$ cat config.mk
export PLATFORM = sky130hd
export DESIGN_NAME = sdram_auto_refresh
export DESIGN_NICKNAME = d
export VERILOG_FILES = /design/src/rtl/sdram_auto_refresh.sv
export SDC_FILE = /design/constraint.sdc
export NUM_CORES = 1
export LEC_CHECK = 0
export CAP_MARGIN = 20
export CELL_PAD_IN_SITES_DETAIL_PLACEMENT = 2
export CELL_PAD_IN_SITES_GLOBAL_PLACEMENT = 2
export CORE_MARGIN = 4
export CORE_UTILIZATION = 30
export CTS_BUF_LIST = sky130_fd_sc_hd__clkbuf_2
export CTS_CLUSTER_DIAMETER = 80
export DETAILED_ROUTE_END_ITERATION = 6
export PLACE_DENSITY = 0.8
export SETUP_SLACK_MARGIN = 0.1
export SYNTH_ARGS = -nofsm -noshare
export SYNTH_HDL_FRONTEND = slang
export SYNTH_SLANG_ARGS = --single-unit
$ cat constraint.sdc
create_clock -name clk -period 1.4 [get_ports clk]
set_input_delay 0.21 -clock clk [delete_from_list [all_inputs] [get_ports clk]]
set_output_delay 0.21 -clock clk [all_outputs]
set_load 0.01 [all_outputs]
$ cat src/rtl/sdram_auto_refresh.sv
// -----------------------------------------------------------------------------
// sdram_auto_refresh
//
// Periodic SDRAM auto-refresh engine. An interval counter raises a refresh
// request to the memory arbiter once per refresh interval. When the arbiter
// grants the request, the engine issues PRECHARGE-ALL, waits tRP, then issues
// AUTO_REF_COUNT AUTO_REFRESH commands, each followed by a tRFC wait. Finally
// it signals completion with a one-cycle ref_end pulse.
//
// Ports
//   clk       in   1   single clock, all logic on its rising edge
//   rst       in   1   synchronous, active-high reset
//   init_end  in   1   SDRAM power-up initialization complete (level)
//   ref_en    in   1   refresh grant from the arbiter
//   ref_req   out  1   refresh request to the arbiter (level)
//   ref_end   out  1   refresh sequence complete (1-cycle pulse)
//   cmd       out  4   SDRAM command {CS_n, RAS_n, CAS_n, WE_n}
//   ba        out  2   bank address
//   addr      out  13  address bus (A10 high selects all banks)
//
// All outputs come straight from flops; no input reaches an output
// combinationally.
// -----------------------------------------------------------------------------
module sdram_auto_refresh #(
    parameter int CLK            = 100_000_000, // clock frequency, Hz
    parameter int TRP            = 20,          // tRP, ns
    parameter int TRFC           = 70,          // tRFC, ns
    parameter int TREFI          = 7500,        // refresh request interval, ns
    parameter int AUTO_REF_COUNT = 2            // AUTO_REFs per sequence, 1..7
) (
    input  logic        clk,
    input  logic        rst,
    input  logic        init_end,
    input  logic        ref_en,
    output logic        ref_req,
    output logic        ref_end,
    output logic [3:0]  cmd,
    output logic [1:0]  ba,
    output logic [12:0] addr
);

    // SDRAM command encodings {CS_n, RAS_n, CAS_n, WE_n}
    localparam logic [3:0] OP_NOP       = 4'b0111;
    localparam logic [3:0] OP_PRECHARGE = 4'b0010;
    localparam logic [3:0] OP_AUTO_REF  = 4'b0001;

    // Bank/address values driven during refresh: all banks, A10 high.
    localparam logic [1:0]  BA_ALL   = 2'b11;
    localparam logic [12:0] ADDR_ALL = 13'h1fff;

    // Timing in clock cycles, truncated by integer division.
    localparam int NS_PER_CLK = 1_000_000_000 / CLK;
    localparam int CLK_TRP    = TRP / NS_PER_CLK;
    localparam int CLK_TRFC   = TRFC / NS_PER_CLK;
    localparam int CLK_REFI   = TREFI / NS_PER_CLK;

    // Terminal values for the counters (counters run 0..N-1).
    localparam logic [7:0] TRP_LAST   = 8'(CLK_TRP - 1);
    localparam logic [7:0] TRFC_LAST  = 8'(CLK_TRFC - 1);
    localparam logic [9:0] REFI_LAST  = 10'(CLK_REFI - 1);
    localparam logic [2:0] REF_NUM    = 3'(AUTO_REF_COUNT);

    typedef enum logic [2:0] {
        IDLE           = 3'd0,
        PRECHARGE      = 3'd1,
        PRECHARGE_WAIT = 3'd2,
        AUTO_REF       = 3'd3,
        AUTO_REF_WAIT  = 3'd4,
        DONE           = 3'd5
    } state_t;

    state_t       r_state;
    state_t       w_state_nxt;

    logic [9:0]   r_refi_cnt;   // refresh interval counter
    logic [7:0]   r_wait_cnt;   // cycles spent in the current *_WAIT state
    logic [2:0]   r_ref_cnt;    // AUTO_REF commands issued this sequence

    logic         r_ref_req;
    logic         r_ref_end;
    logic [3:0]   r_cmd;
    logic [1:0]   r_ba;
    logic [12:0]  r_addr;

    logic         w_refi_wrap;
    logic         w_grant;
    logic         w_trp_done;
    logic         w_trfc_done;
    logic [3:0]   w_cmd_nxt;
    logic         w_ref_end_nxt;

    // -------------------------------------------------------------------------
    // Request/grant handshake:
    //   ref_req is a level that rises on the edge where the interval counter
    //   wraps and stays high until the arbiter grants it. A grant is accepted
    //   only on an edge where the FSM is IDLE and ref_req is already high;
    //   ref_en at any other time is ignored. Accepting the grant clears
    //   ref_req, unless the interval counter wraps on that same edge, in which
    //   case the new interval's request wins and ref_req stays high while the
    //   sequence starts. Dropping init_end withdraws any pending request.
    // -------------------------------------------------------------------------
    assign w_refi_wrap = init_end && (r_refi_cnt == REFI_LAST);
    assign w_grant     = (r_state == IDLE) && r_ref_req && ref_en;
    assign w_trp_done  = (r_wait_cnt == TRP_LAST);
    assign w_trfc_done = (r_wait_cnt == TRFC_LAST);

    // Interval counter: free-runs while initialization is complete, including
    // during refresh sequences, so the request period stays fixed.
    always_ff @(posedge clk) begin
        if (rst) begin
            r_refi_cnt <= '0;
        end else if (!init_end || w_refi_wrap) begin
            r_refi_cnt <= '0;
        end else begin
            r_refi_cnt <= r_refi_cnt + 10'd1;
        end
    end

    always_ff @(posedge clk) begin
        if (rst) begin
            r_ref_req <= 1'b0;
        end else if (!init_end) begin
            r_ref_req <= 1'b0;
        end else if (w_refi_wrap) begin
            r_ref_req <= 1'b1;
        end else if (w_grant) begin
            r_ref_req <= 1'b0;
        end
    end

    // -------------------------------------------------------------------------
    // FSM: state register
    // -------------------------------------------------------------------------
    always_ff @(posedge clk) begin
        if (rst) begin
            r_state <= IDLE;
        end else begin
            r_state <= w_state_nxt;
        end
    end

    // -------------------------------------------------------------------------
    // FSM: next-state logic
    // -------------------------------------------------------------------------
    always_comb begin
        w_state_nxt = r_state;
        case (r_state)
            IDLE: begin
                if (w_grant) begin
                    w_state_nxt = PRECHARGE;
                end
            end
            PRECHARGE: begin
                w_state_nxt = PRECHARGE_WAIT;
            end
            PRECHARGE_WAIT: begin
                if (w_trp_done) begin
                    w_state_nxt = AUTO_REF;
                end
            end
            AUTO_REF: begin
                w_state_nxt = AUTO_REF_WAIT;
            end
            AUTO_REF_WAIT: begin
                // r_ref_cnt already includes the AUTO_REF just issued.
                if (w_trfc_done) begin
                    if (r_ref_cnt < REF_NUM) begin
                        w_state_nxt = AUTO_REF;
                    end else begin
                        w_state_nxt = DONE;
                    end
                end
            end
            DONE: begin
                w_state_nxt = IDLE;
            end
            default: begin
                w_state_nxt = IDLE;
            end
        endcase
    end

    // Wait counter: zero outside the wait states, so it is always zero on
    // entry to a *_WAIT state; it also returns to zero on the exit edge.
    always_ff @(posedge clk) begin
        if (rst) begin
            r_wait_cnt <= '0;
        end else if ((r_state == PRECHARGE_WAIT && !w_trp_done) ||
                     (r_state == AUTO_REF_WAIT  && !w_trfc_done)) begin
            r_wait_cnt <= r_wait_cnt + 8'd1;
        end else begin
            r_wait_cnt <= '0;
        end
    end

    // AUTO_REF counter: cleared on the edge that enters PRECHARGE, bumped
    // once per AUTO_REF state.
    always_ff @(posedge clk) begin
        if (rst) begin
            r_ref_cnt <= '0;
        end else if (w_grant) begin
            r_ref_cnt <= '0;
        end else if (r_state == AUTO_REF) begin
            r_ref_cnt <= r_ref_cnt + 3'd1;
        end
    end

    // -------------------------------------------------------------------------
    // FSM: output logic. Outputs are decoded from the current state and then
    // registered, so the command bus lags the state by one cycle.
    // -------------------------------------------------------------------------
    always_comb begin
        w_cmd_nxt     = OP_NOP;
        w_ref_end_nxt = 1'b0;
        case (r_state)
            PRECHARGE: w_cmd_nxt     = OP_PRECHARGE;
            AUTO_REF:  w_cmd_nxt     = OP_AUTO_REF;
            DONE:      w_ref_end_nxt = 1'b1;
            default:   w_cmd_nxt     = OP_NOP;
        endcase
    end

    always_ff @(posedge clk) begin
        if (rst) begin
            r_cmd     <= OP_NOP;
            r_ref_end <= 1'b0;
            r_ba      <= BA_ALL;
            r_addr    <= ADDR_ALL;
        end else begin
            r_cmd     <= w_cmd_nxt;
            r_ref_end <= w_ref_end_nxt;
            r_ba      <= BA_ALL;
            r_addr    <= ADDR_ALL;
        end
    end

    assign ref_req = r_ref_req;
    assign ref_end = r_ref_end;
    assign cmd     = r_cmd;
    assign ba      = r_ba;
    assign addr    = r_addr;

endmodule

==> run metrics, run 1 <==
status=finished, violations left; failing checks=negative setup slack; RePlAce Congestion=between 0.7 and 0.8; critical-path cell list=buf_6, ha_4, nor2b_4, a2bb2oi_4, buf_8, a221oi_2; first-pass GRT wire length=7.49 mm; DR WL met2=2.97 mm; VDD IR max=about 560 uV; n_diodes=0; CP startpoint kind=flop; area growth from synthesis to layout=53.6%; setup ws final=-0.0745 ns; PwrDens=781 nW/um^2; cells after synthesis=157; EDFF count, synth=0; row cnt=25; total global-route track usage=16.1%; total gr overflow=0; boundary pin count=25; syn_area_per_cell=roughly 9.5 sq um; endpoints failing hold=0; #FFs+latches synth=29; Min Hold Slack=between 0.4 and 0.5 ns; crit path DAT=1.78 ns; Die X=about 79 um; commonest non-fill, non-tap cell in the layout=buf_4; Crit. End Element=flop; Post-Synth XOR/XNOR Area=under 10%; Total Die Area=6180 sq um; drt total wl=5.07 mm; vias in the first global route=around 1400; slowest CP cell=dfxtp_4; Mapped Area=1500 sq um; Synth Area in Simple Gates=22.2%; met3 wire length=182 um; adder-cell share of the synthesized area=~5%; cell-internal power=1.36 mW; pre-CTS WS=-0.122 ns; chip height=78.6 um; drt first pass iters=4; Switching Share=24.4%; Logic pwr share=6.8%; top sig layer=met4; Slew Viols, Final=0; most frequent cells in the layout=buf_4 (17), conb_1 (16), dfxtp_1 (13), dfxtp_2 (13), buf_6 (9); largest net degree at the start of global routing=11; post-route ant nets=0; Final HPWL DP=about 2.7 mm; Hold Crit Class=reg2reg; sequential share of power=46.1%; CP Data Required Time=1.71 ns; DRC Markers=0; initial antenna violation count=0; RSZ-0062 raised after global routing=true; library cells used by synthesis=42; cell at the root of the clock tree=clkbuf_2; CP Max Fanout=8; worst reg2reg setup slack=-0.07 ns; multiplexer share of the synthesized area=0.669%; clock power share=47.1%; total CTS buffers=5; Placeable Area=roughly 4800 sq um; Nets=roughly 210; Leakage Power=0.777 nW; DR iter-0 viols=70; Setup Crit Path Kind=reg2reg; Top FF cell, synth=dfxtp_1; max_cap viols=0; clock sinks=29; clock slew at reported path FFs=0.24 ns; compound-cell area share of the yosys netlist=17.1%; delay of the slowest critical-path stage=0.42 ns; DR WL/cell=19.2 um; # fillers=490; Switch Pwr=about 440 uW; layout cells sized above 1=52.8%; post-synthesis sequential area ratio=between 30% and 40%; max frequency=0.678 GHz; final number of setup-violating endpoints=10; CTS tree=built; clk_lat worst skew=0.41 ns; Tmin final=1.47 ns; H-Tree Depth=2; Via density=5.00; asr flop ratio synth=0%; Yosys warnings=0; Initial Utilization=a little under a third; detailed-route via count=1320; skew final=roughly 0.06 ns; Metal-1 WL=1.86 mm; Max clock buf depth=2; final worst-path cycle share=105%; Buffers on Ports=8; largest family of logic cells by synthesized area=simple AND/OR/NAND/NOR gates
-- per-layer routing --
layer / vias to the layer above / global-route usage, %
met5: - / 0
met4: 0 / 3.67
met3: 5 / 3.78
met2: 34 / 32.7
met1: 677 / 16.1
li1: 604 / -
-- state kept, by name (all words and copies together), names as in the netlist --
name and cells:
r_wait_cnt 8, r_state 3, cmd 3, ref_end 1, r_refi_cnt 10, r_ref_cnt 3, ref_req 1
-- power by group through the flow --
stage / logic, mW / registers (mW) / clock network, mW
after floorplan: 0.0711 / 0.849 / 0
after global placement: 0.0579 / 0.849 / 0
after detailed placement: 0.0598 / 0.850 / 0
after CTS: 0.0989 / 0.829 / 0.837
after global routing: 0.131 / 0.830 / 0.901
final: 0.122 / 0.829 / 0.846
-- layout make-up --
class / count / area [sq um] / share of cell area (%)
clock buffers: 5 / 25.0 / 1.09
clock inverters: 3 / 65.1 / 2.83
repair buffers: 38 / 388 / 16.9
inverters: 5 / 18.8 / 0.817
multi-input cells: 117 / 1110 / 48.3
flip-flops and latches: 29 / 608 / 26.5
well taps: 67 / 83.8 / 3.65
-- per-stage QoR --
| step | instance area, sq um | power, mW | instances | util (%) | TNS [ns] |
|---|---|---|---|---|---|
| final | 2300 | 1.80 | 264 | 48.0 | -0.358 |
| after global routing | 2300 | 1.86 | 264 | 48.0 | -0.945 |
| after global placement | 1680 | 0.907 | 239 | 35.2 | -0.420 |
| after detailed placement | 1680 | 0.909 | 239 | 35.2 | -1.54 |
| after floorplan | 1560 | 0.920 | 171 | - | 0 |
| after CTS | 2090 | 1.76 | 255 | 43.6 | -0.00105 |
-- critical path: cells and delay by family, from the launching register on --
family	cells	cell delay, ns
AOI/OAI and AO/OA	2	0.41
adders and majority gates	1	0.15
buffers and inverters	2	0.27
DFF	1	0.42
and+or+nand+nor	1	0.12
-- Yosys cell counts, types with 2 or more instances --
cell type / instances / area (sq um)
a211oi_1: 6 / 45.0
a21oi_1: 7 / 35.0
a221oi_2: 3 / 45.0
and2_1: 2 / 12.5
buf_2: 2 / 10.0
buf_4: 16 / 120
conb_1: 2 / 7.51
dfxtp_1: 29 / 581
ha_1: 6 / 75.1
inv_1: 5 / 18.8
nand2_1: 5 / 18.8
nand2b_1: 2 / 12.5
nand3_1: 6 / 30.0
nand4_1: 3 / 18.8
nand4bb_1: 2 / 22.5
nor2_1: 6 / 22.5
nor2b_1: 4 / 25.0
nor3_1: 3 / 15.0
nor3b_1: 2 / 15.0
o21ai_0: 7 / 35.0
o31ai_1: 2 / 15.0
or2_2: 2 / 12.5
or3_1: 8 / 50.1
or4_1: 2 / 15.0
xnor2_1: 5 / 43.8
xor2_1: 4 / 35.0
-- path summary, 6_finish.rpt --
| check | startpoint | endpoint | depth (start not counted) |
|---|---|---|---|
| worst min register to register | r_state[1] | cmd[1] | 1 |
| worst max-delay path | r_wait_cnt[0] | r_wait_cnt[5] | 6 |
| worst min-delay path | r_state[1] | cmd[1] | 1 |
| worst max register to register | r_wait_cnt[0] | r_wait_cnt[5] | 6 |
-- repair_timing --
action / in CTS / in global routing
resized for setup: 58 / 34
endpoints found under the setup margin: 29 / 28
hold buffers: 0 / 0
buffers inserted: 7 / 9
gates cloned: 1 / 0
pin swaps: 14 / 17
-- kinds of logic after synthesis --
family                     count (synthesis)
other                                      2
xor gates and xnor gates                   9
AOI/OAI and AO/OA                         31
adders and majority gates                  6
muxes                                      1
DFF                                       29
and+or+nand+nor                           54
buffers and inverters                     25
No activity file was read; power rests on OpenSTA's default activity.
==> inputs of run 2 (changes only) <==
Settings changed: CORE_MARGIN 4 to 1.
==> run 2 against run 1 <==
Design area decreased by 7.6%. Sequential power decreased by 0.7%. Flip-flop and latch count unchanged. Largest cell class unchanged. Clock-buffer cell count increased by 1. Sequential share of layout area increased by 2.7 points. The flow now finishes without violations. Critical endpoint is now r_state[1]. Utilization decreased by 3.4 points. Via count decreased by 2.4%. Clock power decreased by 50%. Cell count decreased by 1.1%.
==> run metrics, run 2 (synthesis results as in run 1) <==
status=completed (was finished, violations left); clock slew at reported path FFs=0.16 ns (was 0.24 ns); Switching Share=27.3% (was 24.4%); H-Tree Depth=2 (unchanged); Initial Utilization=31.5% (was 31.3%); Largest register FFs=10 (unchanged); cell at the root of the clock tree=clkbuf_2 (unchanged); total gr overflow=0 (unchanged); clock power share=31.9% (was 47.1%); n_diodes=0 (unchanged); initial antenna violation count=0 (unchanged); detailed-route via count=1288 (was 1320); total global-route track usage=18.9% (was 16.1%); Placeable Area=4750 sq um (was 4790 sq um); Leakage Power=0.735 nW (was 0.777 nW); final number of setup-violating endpoints=0 (was 10); skew final=0.0125 ns (was 0.0601 ns); Logic pwr share=6.1% (was 6.8%); RePlAce Congestion=0.761 (was 0.721); Crit. End Element=flop (unchanged); Tmin final=1.38 ns (was 1.47 ns); # fillers=522 (was 490); DR WL/cell=18.4 um (was 19.2 um); fin util=44.7% (was 48.0%); Reg with most FFs=r_refi_cnt (unchanged); commonest non-fill, non-tap cell in the layout=buf_4 (unchanged); CTS tree=built (unchanged); max frequency=0.723 GHz (was 0.678 GHz); Multi-input gate area=1050 sq um (was 1110 sq um); largest net degree at the start of global routing=10 (was 11); Nets=204 (was 206); Min Hold Slack=0.516 ns (was 0.470 ns); DR iter-0 viols=36 (was 70); Sequential cell area=619 sq um (was 608 sq um); area growth from synthesis to layout=41.9% (was 53.6%); Final HPWL DP=2.85 mm (was 2.72 mm); chip height=72.6 um (was 78.6 um); most frequent cells in the layout=buf_4 (21), conb_1 (16), dfxtp_1 (12) (was buf_4 (17), conb_1 (16), dfxtp_1 (13), dfxtp_2 (13), buf_6 (9)); boundary pin count=25 (unchanged); Max clock buf depth=2 (unchanged); Setup Crit Path Kind=reg2reg (unchanged); Buffers on Ports=8 (unchanged); VDD IR max=438 uV (was 558 uV); first-pass GRT wire length=7.34 mm (was 7.49 mm); PwrDens=624 nW/um^2 (was 781 nW/um^2); endpoints failing hold=0 (unchanged); Via density=4.93 (was 5.00); Slew Viols, Final=0 (unchanged); vias in the first global route=1485 (was 1437); max_cap viols=0 (unchanged); row cnt=25 (unchanged); clk_lat worst skew=0.37 ns (was 0.41 ns); crit path DAT=1.68 ns (was 1.78 ns); cell-internal power=963 uW (was 1.36 mW); Die X=72.6 um (was 78.6 um); CP Max Fanout=4 (was 8); drt total wl=4.81 mm (was 5.07 mm); RSZ-0062 raised after global routing=true (unchanged); Switch Pwr=362 uW (was 439 uW); post-route ant nets=0 (unchanged); DRC Markers=0 (unchanged); Hold Crit Class=in2reg (was reg2reg); Total Die Area=5270 sq um (was 6180 sq um); CP Data Required Time=1.70 ns (was 1.71 ns); total CTS buffers=5 (unchanged); final worst-path cycle share=98.8% (was 105%); clock sinks=29 (unchanged); layout cells sized above 1=48.5% (was 52.8%); biggest regs=r_refi_cnt x10, r_wait_cnt x8 (unchanged); drt first pass iters=4 (unchanged); CP startpoint kind=flop (unchanged); sequential share of power=62.1% (was 46.1%)
[run 2: final timing paths]
path / start / endpoint / slack, ns / cells after the start
worst min register to register: r_refi_cnt[7] / r_refi_cnt[7] / 0.53 / 2
worst max register to register: r_wait_cnt[5] / r_state[1] / 0.02 / 3
worst min-delay path: init_end / ref_req / 0.52 / 3
worst max-delay path: r_wait_cnt[5] / r_state[1] / 0.02 / 3
[run 2: final cells by class]
class	instances	share of cell area (%)
multi-input combinational	117	49.5
clock buffer	6	1.41
timing repair buffer	36	14.8
inverter	5	1.00
sequential	29	29.2
clock inverter	1	0.177
tap	67	3.95
[run 2: metal layers]
| metal | up-vias | part of all wire [%] | track usage (%) |
|---|---|---|---|
| li1 | 605 | - | - |
| met1 | 643 | 37 | 18.9 |
| met2 | 26 | 57 | 37.7 |
| met3 | 14 | 2.4 | 4.01 |
| met4 | 0 | 3.5 | 6.97 |
| met5 | - | 0 | 0 |
[run 2: metrics by stage]
stage | setup TNS, ns | area [sq um] | cells | total power, mW | worst slack [ns]
CTS | 0 | 2050 | 261 | 1.34 | 0.0305
finish | 0 | 2120 | 261 | 1.33 | 0.0171
floorplan | 0 | 1560 | 171 | 0.920 | 0.101
detailed placement | -0.999 | 1710 | 243 | 0.917 | -0.0936
global placement | -0.292 | 1710 | 243 | 0.913 | -0.0444
global route | -0.0635 | 2120 | 261 | 1.39 | -0.0311
[run 2: critical path, stage by stage, from the launching register on]
cell	delay, ns
dfxtp_2	0.36
or3_4	0.44
or3_4	0.40
o32ai_2	0.10
[run 2: what timing repair did]
action,4_1_cts,5_1_grt
setup endpoints to repair,29,24
buffers inserted,11,0
hold buffers,0,0
pin swaps,18,6
endpoints found under the hold margin,0,0
gates resized for setup,63,17
[run 2: power by group through the flow]
stage	sequential, mW	clock [mW]	combinational, mW
6_report	0.823	0.422	0.0804
5_1_grt	0.824	0.473	0.0887
4_1_cts	0.828	0.430	0.0772
3_5_place_dp	0.849	0	0.0676
3_3_place_gp	0.849	0	0.0639
2_1_floorplan	0.849	0	0.0711
